===== src/rtl/fwd_hazard_unit.sv =====
// fwd_hazard_unit -- EX-stage operand forwarding and load-use hazard unit for
// the 5-stage RV32I pipeline.
//
// Each of NUM_RS source operands of the ID/EX instruction is served from, in
// priority order: EX/MEM (non-load), MEM/WB (load data already extracted),
// the retirement hold buffer (newest first), then the register-file value
// latched into ID/EX. A source matching a live EX/MEM load raises
// load_use_stall.
//
// The hold buffer catches writebacks that retire while ID/EX is held. Without
// it, a held instruction would miss a result whose register-file write it
// read too early. The buffer empties whenever ID/EX takes a new instruction.
//
// Writeback select encoding (regfilemux_sel_t, 4 bits):
//   0 alu_out, 1 br_en, 2 u_imm, 3 lw, 4 pc_plus4, 5 lb, 6 lbu, 7 lh, 8 lhu
//
// Ports:
//   clk, rst            clock, synchronous active-high reset
//   pipe_freeze         global freeze; no state changes
//   id_ex_advance       ID/EX latches a new instruction this cycle
//   id_ex_rs_addr/data  per-operand source address / register-file value
//   ex_mem_*            EX/MEM valid, we, rd, writeback select, result
//   mem_wb_*            MEM/WB valid, we, rd, select, result, load word, addr[1:0]
//   fwd_data, fwd_src   forwarded operands and their source (0 rf, 1 EX/MEM,
//                       2 MEM/WB, 3 hold)
//   load_use_stall      hold IF/ID and ID/EX, bubble into EX/MEM
//   hold_overflow       sticky: a push found the hold buffer full
//
// Optional build macro FWD_PERF_CNT_EN adds saturating counters
// perf_lu_stall_cnt and perf_fwd_cnt.

// Per-operand forwarding mux. Assignments go from lowest to highest priority,
// so the last matching source wins.
module fwd_lane #(
   parameter int XLEN       = 32,
   parameter int HOLD_DEPTH = 2
) (
   input  logic [4:0]               rs_addr,
   input  logic [XLEN-1:0]          rf_data,
   input  logic                     ex_live,
   input  logic                     ex_is_load,
   input  logic [4:0]               ex_rd,
   input  logic [XLEN-1:0]          ex_val,
   input  logic                     wb_live,
   input  logic [4:0]               wb_rd,
   input  logic [XLEN-1:0]          wb_val,
   input  logic [HOLD_DEPTH-1:0]    hb_vld,
   input  logic [HOLD_DEPTH*5-1:0]  hb_rd,
   input  logic [HOLD_DEPTH*XLEN-1:0] hb_val,
   output logic [XLEN-1:0]          data,
   output logic [1:0]               src,
   output logic                     lu_hit
);
   always_comb begin
      data   = rf_data;
      src    = 2'd0;
      lu_hit = 1'b0;
      if (rs_addr == 5'd0) begin
         data = '0;
      end else begin
         // Higher index holds the newer entry.
         for (int i = 0; i < HOLD_DEPTH; i++) begin
            if (hb_vld[i] && hb_rd[i*5 +: 5] == rs_addr) begin
               data = hb_val[i*XLEN +: XLEN];
               src  = 2'd3;
            end
         end
         if (wb_live && wb_rd == rs_addr) begin
            data = wb_val;
            src  = 2'd2;
         end
         // A load in EX/MEM has no data yet: stall and leave data to the
         // lower-priority sources (the value is discarded anyway).
         if (ex_live && ex_rd == rs_addr) begin
            if (ex_is_load) begin
               lu_hit = 1'b1;
            end else begin
               data = ex_val;
               src  = 2'd1;
            end
         end
      end
   end
endmodule

module fwd_hazard_unit #(
   parameter int XLEN       = 32,
   parameter int NUM_RS     = 2,
   parameter int HOLD_DEPTH = 2
) (
   input  logic                   clk,
   input  logic                   rst,
   input  logic                   pipe_freeze,
   input  logic                   id_ex_advance,
   input  logic [NUM_RS*5-1:0]    id_ex_rs_addr,
   input  logic [NUM_RS*XLEN-1:0] id_ex_rs_data,
   input  logic                   ex_mem_valid,
   input  logic                   ex_mem_we,
   input  logic [4:0]             ex_mem_rd,
   input  logic [3:0]             ex_mem_regfile_sel,
   input  logic [XLEN-1:0]        ex_mem_result,
   input  logic                   mem_wb_valid,
   input  logic                   mem_wb_we,
   input  logic [4:0]             mem_wb_rd,
   input  logic [3:0]             mem_wb_regfile_sel,
   input  logic [XLEN-1:0]        mem_wb_result,
   input  logic [XLEN-1:0]        mem_wb_mem_rdata,
   input  logic [1:0]             mem_wb_addr_lo,
   output logic [NUM_RS*XLEN-1:0] fwd_data,
   output logic [NUM_RS*2-1:0]    fwd_src,
   output logic                   load_use_stall,
`ifdef FWD_PERF_CNT_EN
   output logic [31:0]            perf_lu_stall_cnt,
   output logic [31:0]            perf_fwd_cnt,
`endif
   output logic                   hold_overflow
);
   localparam logic [3:0] SEL_LW  = 4'd3;
   localparam logic [3:0] SEL_LB  = 4'd5;
   localparam logic [3:0] SEL_LBU = 4'd6;
   localparam logic [3:0] SEL_LH  = 4'd7;
   localparam logic [3:0] SEL_LHU = 4'd8;

   function automatic logic is_load(input logic [3:0] sel);
      return sel inside {SEL_LW, SEL_LB, SEL_LBU, SEL_LH, SEL_LHU};
   endfunction

   logic ex_live, wb_live, retire, push, clear;
   assign ex_live = ex_mem_valid && ex_mem_we && (ex_mem_rd != 5'd0);
   assign wb_live = mem_wb_valid && mem_wb_we && (mem_wb_rd != 5'd0);
   assign retire  = wb_live && !pipe_freeze;
   assign push    = retire && !id_ex_advance;
   assign clear   = id_ex_advance && !pipe_freeze;

   // MEM/WB writeback value with load extraction.
   logic [7:0]      ld_byte;
   logic [15:0]     ld_half;
   logic [XLEN-1:0] wb_val;
   always_comb begin
      case (mem_wb_addr_lo)
         2'd0:    ld_byte = mem_wb_mem_rdata[7:0];
         2'd1:    ld_byte = mem_wb_mem_rdata[15:8];
         2'd2:    ld_byte = mem_wb_mem_rdata[23:16];
         default: ld_byte = mem_wb_mem_rdata[31:24];
      endcase
      ld_half = mem_wb_addr_lo[1] ? mem_wb_mem_rdata[31:16] : mem_wb_mem_rdata[15:0];
      case (mem_wb_regfile_sel)
         SEL_LB:  wb_val = {{(XLEN-8){ld_byte[7]}}, ld_byte};
         SEL_LBU: wb_val = {{(XLEN-8){1'b0}}, ld_byte};
         SEL_LH:  wb_val = {{(XLEN-16){ld_half[15]}}, ld_half};
         SEL_LHU: wb_val = {{(XLEN-16){1'b0}}, ld_half};
         SEL_LW:  wb_val = mem_wb_mem_rdata;
         default: wb_val = mem_wb_result;
      endcase
   end

   // Hold buffer: valid entries form a prefix, index 0 oldest.
   logic [HOLD_DEPTH-1:0]           hb_vld_q, hb_vld_d;
   logic [HOLD_DEPTH-1:0][4:0]      hb_rd_q, hb_rd_d;
   logic [HOLD_DEPTH-1:0][XLEN-1:0] hb_val_q, hb_val_d;
   logic                            ov_set;

   always_comb begin
      logic done;
      hb_vld_d = hb_vld_q;
      hb_rd_d  = hb_rd_q;
      hb_val_d = hb_val_q;
      ov_set   = 1'b0;
      done     = 1'b0;
      if (clear) begin
         hb_vld_d = '0;
      end else if (push) begin
         // Same rd: refresh the value in place so rd stays unique.
         for (int i = 0; i < HOLD_DEPTH; i++) begin
            if (!done && hb_vld_q[i] && hb_rd_q[i] == mem_wb_rd) begin
               hb_val_d[i] = wb_val;
               done        = 1'b1;
            end
         end
         for (int i = 0; i < HOLD_DEPTH; i++) begin
            if (!done && !hb_vld_q[i]) begin
               hb_vld_d[i] = 1'b1;
               hb_rd_d[i]  = mem_wb_rd;
               hb_val_d[i] = wb_val;
               done        = 1'b1;
            end
         end
         // Full with no match: shift out the oldest, append at the top.
         if (!done) begin
            for (int i = 0; i < HOLD_DEPTH-1; i++) begin
               hb_rd_d[i]  = hb_rd_q[i+1];
               hb_val_d[i] = hb_val_q[i+1];
            end
            hb_rd_d[HOLD_DEPTH-1]  = mem_wb_rd;
            hb_val_d[HOLD_DEPTH-1] = wb_val;
            ov_set                 = 1'b1;
         end
      end
   end

   always_ff @(posedge clk) begin
      if (rst) begin
         hb_vld_q      <= '0;
         hb_rd_q       <= '0;
         hb_val_q      <= '0;
         hold_overflow <= 1'b0;
      end else begin
         hb_vld_q <= hb_vld_d;
         hb_rd_q  <= hb_rd_d;
         hb_val_q <= hb_val_d;
         if (ov_set) hold_overflow <= 1'b1;
      end
   end

   logic [NUM_RS-1:0] lu_hit;
   logic              ex_is_load;
   assign ex_is_load = is_load(ex_mem_regfile_sel);

   for (genvar g = 0; g < NUM_RS; g++) begin : g_lane
      fwd_lane #(.XLEN(XLEN), .HOLD_DEPTH(HOLD_DEPTH)) u_lane (
         .rs_addr    (id_ex_rs_addr[g*5 +: 5]),
         .rf_data    (id_ex_rs_data[g*XLEN +: XLEN]),
         .ex_live    (ex_live),
         .ex_is_load (ex_is_load),
         .ex_rd      (ex_mem_rd),
         .ex_val     (ex_mem_result),
         .wb_live    (wb_live),
         .wb_rd      (mem_wb_rd),
         .wb_val     (wb_val),
         .hb_vld     (hb_vld_q),
         .hb_rd      (hb_rd_q),
         .hb_val     (hb_val_q),
         .data       (fwd_data[g*XLEN +: XLEN]),
         .src        (fwd_src[g*2 +: 2]),
         .lu_hit     (lu_hit[g])
      );
   end

   assign load_use_stall = |lu_hit;

`ifdef FWD_PERF_CNT_EN
   always_ff @(posedge clk) begin
      if (rst) begin
         perf_lu_stall_cnt <= '0;
         perf_fwd_cnt      <= '0;
      end else if (!pipe_freeze) begin
         if (load_use_stall && perf_lu_stall_cnt != 32'hFFFF_FFFF)
            perf_lu_stall_cnt <= perf_lu_stall_cnt + 32'd1;
         if ((|fwd_src) && perf_fwd_cnt != 32'hFFFF_FFFF)
            perf_fwd_cnt <= perf_fwd_cnt + 32'd1;
      end
   end
`endif
endmodule


===== config.mk =====
export PLATFORM = sky130hd
export DESIGN_NAME = fwd_hazard_unit
export DESIGN_NICKNAME = d
export VERILOG_FILES = /design/src/rtl/fwd_hazard_unit.sv
export SDC_FILE = /design/constraint.sdc
export NUM_CORES = 1
export LEC_CHECK = 0
export CORE_UTILIZATION = 35
export CTS_BUF_LIST = sky130_fd_sc_hd__clkbuf_4
export DETAILED_ROUTE_END_ITERATION = 12
export HOLD_SLACK_MARGIN = 0.15
export PLACE_DENSITY = 0.69
export SKIP_CTS_REPAIR_TIMING = 1
export SYNTH_ARGS = -nofsm -noshare
export SYNTH_HDL_FRONTEND = slang
export SYNTH_HIERARCHICAL = 1
export SYNTH_SLANG_ARGS = --single-unit

===== constraint.sdc =====
create_clock -name clk -period 5.3 [get_ports clk]
set_input_delay 1.06 -clock clk [delete_from_list [all_inputs] [get_ports clk]]
set_output_delay 1.06 -clock clk [all_outputs]
set_load 0.02 [all_outputs]

==> metrics.txt <==
outcome completed; Nets approximately 1600; width of the die roughly 160 µm; DR iter-0 viols approximately 880; final WL about 36000 µm; Yosys Warn Count 6; mapped cell area roughly 0.0085 mm²; critical path type in -> out; antenna viol nets, final 0; reg2reg end hb_val_q[14]; Clock Power Share between 10% and 20%; full die area around 0.025 mm²; library cells used by synthesis 65; Slew Limit Headroom between 30% and 40%; worst skew pair latency about 0.45 ns; detailed placement HPWL 25800 µm; Final Hold Slack 0.491 ns; Setup Skew 0.0258 ns; router iterations before antenna repair 5; drt via density ~6.0; CTS clk-pin slew, worst paths 0.14 ns; Comb pwr share between 40 and 50%; Worst Tran Pin Value just over 1 ns; CP startpoint kind primary input; Crit. End Element output port; routed length per instance 21.3 µm; worst vdd ir slightly below 0.08 mV; Port Buffers between 200 and 300; Post-synth EDFFs 0; Pint 1000 µW; flop2flop setup slack roughly 2.6 ns; total congestion overflow 0; setup violators final 0; P_sw roughly 560 µW; worst-path maximum fanout 25; io pins approximately 270; largest net degree at the start of global routing between 60 and 70; Max Fclk 196 MHz; r2r worst-path depth 6; Leak between 0.003 and 0.004 µW; fin. max-slew vios 0; Core Footprint 0.0237 mm²; MaxCap Viol Count 0; RSZ-0062 raised after global routing false; antenna violations before repair 3; top_reg_cell synth dfxtp_1; DRC Markers 0; first-pass GRT wire length about 55000 µm; H-Tree Level Count 3; Clock Root Buffer clkbuf_4; Fin. Hold Viols 0; Sw Share 35.7%; Async SR Flop Fraction 0%; CTS tree done; total CTS buffers 9; Finished Core Util approximately half; synthesis-stage register bit count 77; crit path launch mem_wb_regfile_sel[2]; Setup crit end fwd_data[31]; Worst R2R Start hb_rd_q[6]; maximum clock insertion buffer count 2; Synth Area per Inst 7.37 µm²; Seq pwr share between 30% and 40%; Synth Instances about 1200; # rows 56; initial core utilization 35.9%; vias in the first global route 9580; Area Growth Syn to Fin 34.6%; Syn Nets between 1000 and 1500; layout cells sized above 1 a little under a tenth; fin crit share 96.2%; type of the most critical hold path reg -> reg; Die Height between 150 and 200 µm; GP Congestion between 0.9 and 1; Fin Setup TNS 0 ns; worst path required time roughly 4.2 ns; final worst path period need a little over 5 ns; Arrival @ worst endpoint around 4.0 ns; P per Cell Area around 140 mW/mm²; clock sink count 77; vias post-DR 10200; aggregate global-route resource usage 28.5%; sequential cell area fraction in the yosys report a little under a fifth
-- cell usage after synthesis (6+ instances only) --
library cell / number / share of area, %
nand2_1: 156 / 6.9
nor2_1: 115 / 5.1
dfxtp_1: 77 / 18
o21ai_0: 71 / 4.2
and3_1: 67 / 4.9
nand3b_1: 65 / 5.7
a31oi_1: 64 / 4.7
o311ai_1: 64 / 6.6
clkbuf_1: 57 / 2.5
a21boi_0: 56 / 4.9
mux2i_1: 42 / 4.9
buf_2: 37 / 2.2
xor2_1: 31 / 3.2
a311oi_1: 22 / 2.3
buf_6: 21 / 2.8
a21oi_2: 20 / 2.1
xnor2_1: 18 / 1.9
a21oi_1: 15 / 0.88
a21boi_1: 10 / 0.88
a22oi_1: 9 / 0.79
and2_1: 9 / 0.66
nand2b_1: 9 / 0.66
a311oi_2: 8 / 1.4
o32ai_1: 8 / 0.82
a221o_1: 7 / 0.82
mux2_2: 7 / 0.93
o2bb2ai_1: 7 / 0.72
buf_8: 6 / 1.1
-- per-layer routing --
metal | up-vias | GRT usage [%] | share of wire (%)
met4 | 0 | 10.9 | 3.0
met1 | 4795 | 39.1 | 44
li1 | 4693 | - | -
met3 | 71 | 5.47 | 9.5
met2 | 596 | 43.6 | 44
met5 | - | 0 | 0
-- worst max-delay path, cell delays in order --
cell,delay (ns)
clkdlybuf4s50_1,0.54
or4b_4,0.64
o221ai_2,0.13
buf_12,0.20
nor2_1,0.05
a21oi_1,0.28
buf_4,0.21
nand2_1,0.05
a31oi_1,0.20
clkdlybuf4s50_1,0.67
-- power by group through the flow --
stage               combinational [µW]  sequential (µW)  clock [µW]
floorplan                          320              607           0
global placement                   653              609           0
detailed placement                 656              609           0
CTS                                659              596         309
global route                       704              598         337
finish                             664              597         298
-- through the flow --
stage	setup WS (ns)	total power, µW	area [µm²]	std cells
floorplan	1.37	926	8510	1155
global placement	0.170	1260	11300	1663
detailed placement	0.180	1270	11300	1663
CTS	0.174	1560	11400	1678
global route	0.0614	1640	11500	1680
finish	0.199	1560	11500	1682
-- layout by cell type, fill, tap and decap left out, types with 31 or more instances in the layout --
| master | netlist | routed |
|---|---|---|
| a21boi_0 | 56 | 56 |
| a31oi_1 | 64 | 64 |
| and3_1 | 67 | 67 |
| buf_4 | 4 | 45 |
| clkdlybuf4s50_1 | 0 | 264 |
| dfxtp_1 | 77 | 77 |
| mux2i_1 | 42 | 42 |
| nand2_1 | 156 | 156 |
| nand3b_1 | 65 | 65 |
| nor2_1 | 115 | 115 |
| o21ai_0 | 71 | 71 |
| o311ai_1 | 64 | 64 |
| xor2_1 | 31 | 31 |
-- cells by family after synthesis --
kind of cell    synth area share (%)
simple gates                    27.2
compound gates                  33.6
buf+inv                         9.48
flops                           18.1
xor+xnor                        5.42
mux                             5.87
fa+ha+maj                      0.235
-- state kept, by name, indices dropped and copies added, names as in the netlist --
name,cells
hb_rd_q,10
hold_overflow,1
hb_vld_q,2
hb_val_q,64
-- layout make-up --
type                       count  area (µm²)
sequential                    77        1540
timing repair buffer         320        3190
antenna                        4        10.0
clock buffer                   9        67.6
tap                          319         399
inverter                       5        18.8
multi-input combinational    942        6200
clock inverter                 6        31.3
fill                        2371       12200
-- worst min-delay path by stage --
stage	startpoint	endpoint	cells past startpoint
final	hold_overflow	hold_overflow	2
after global routing	hb_val_q[4]	hb_val_q[4]	2
after CTS	hold_overflow	hold_overflow	2
after detailed placement	hold_overflow	hold_overflow	2
after global placement	hold_overflow	hold_overflow	2
after floorplan	hb_val_q[0]	hb_val_q[0]	2
No activity file was read; power rests on OpenSTA's default activity.
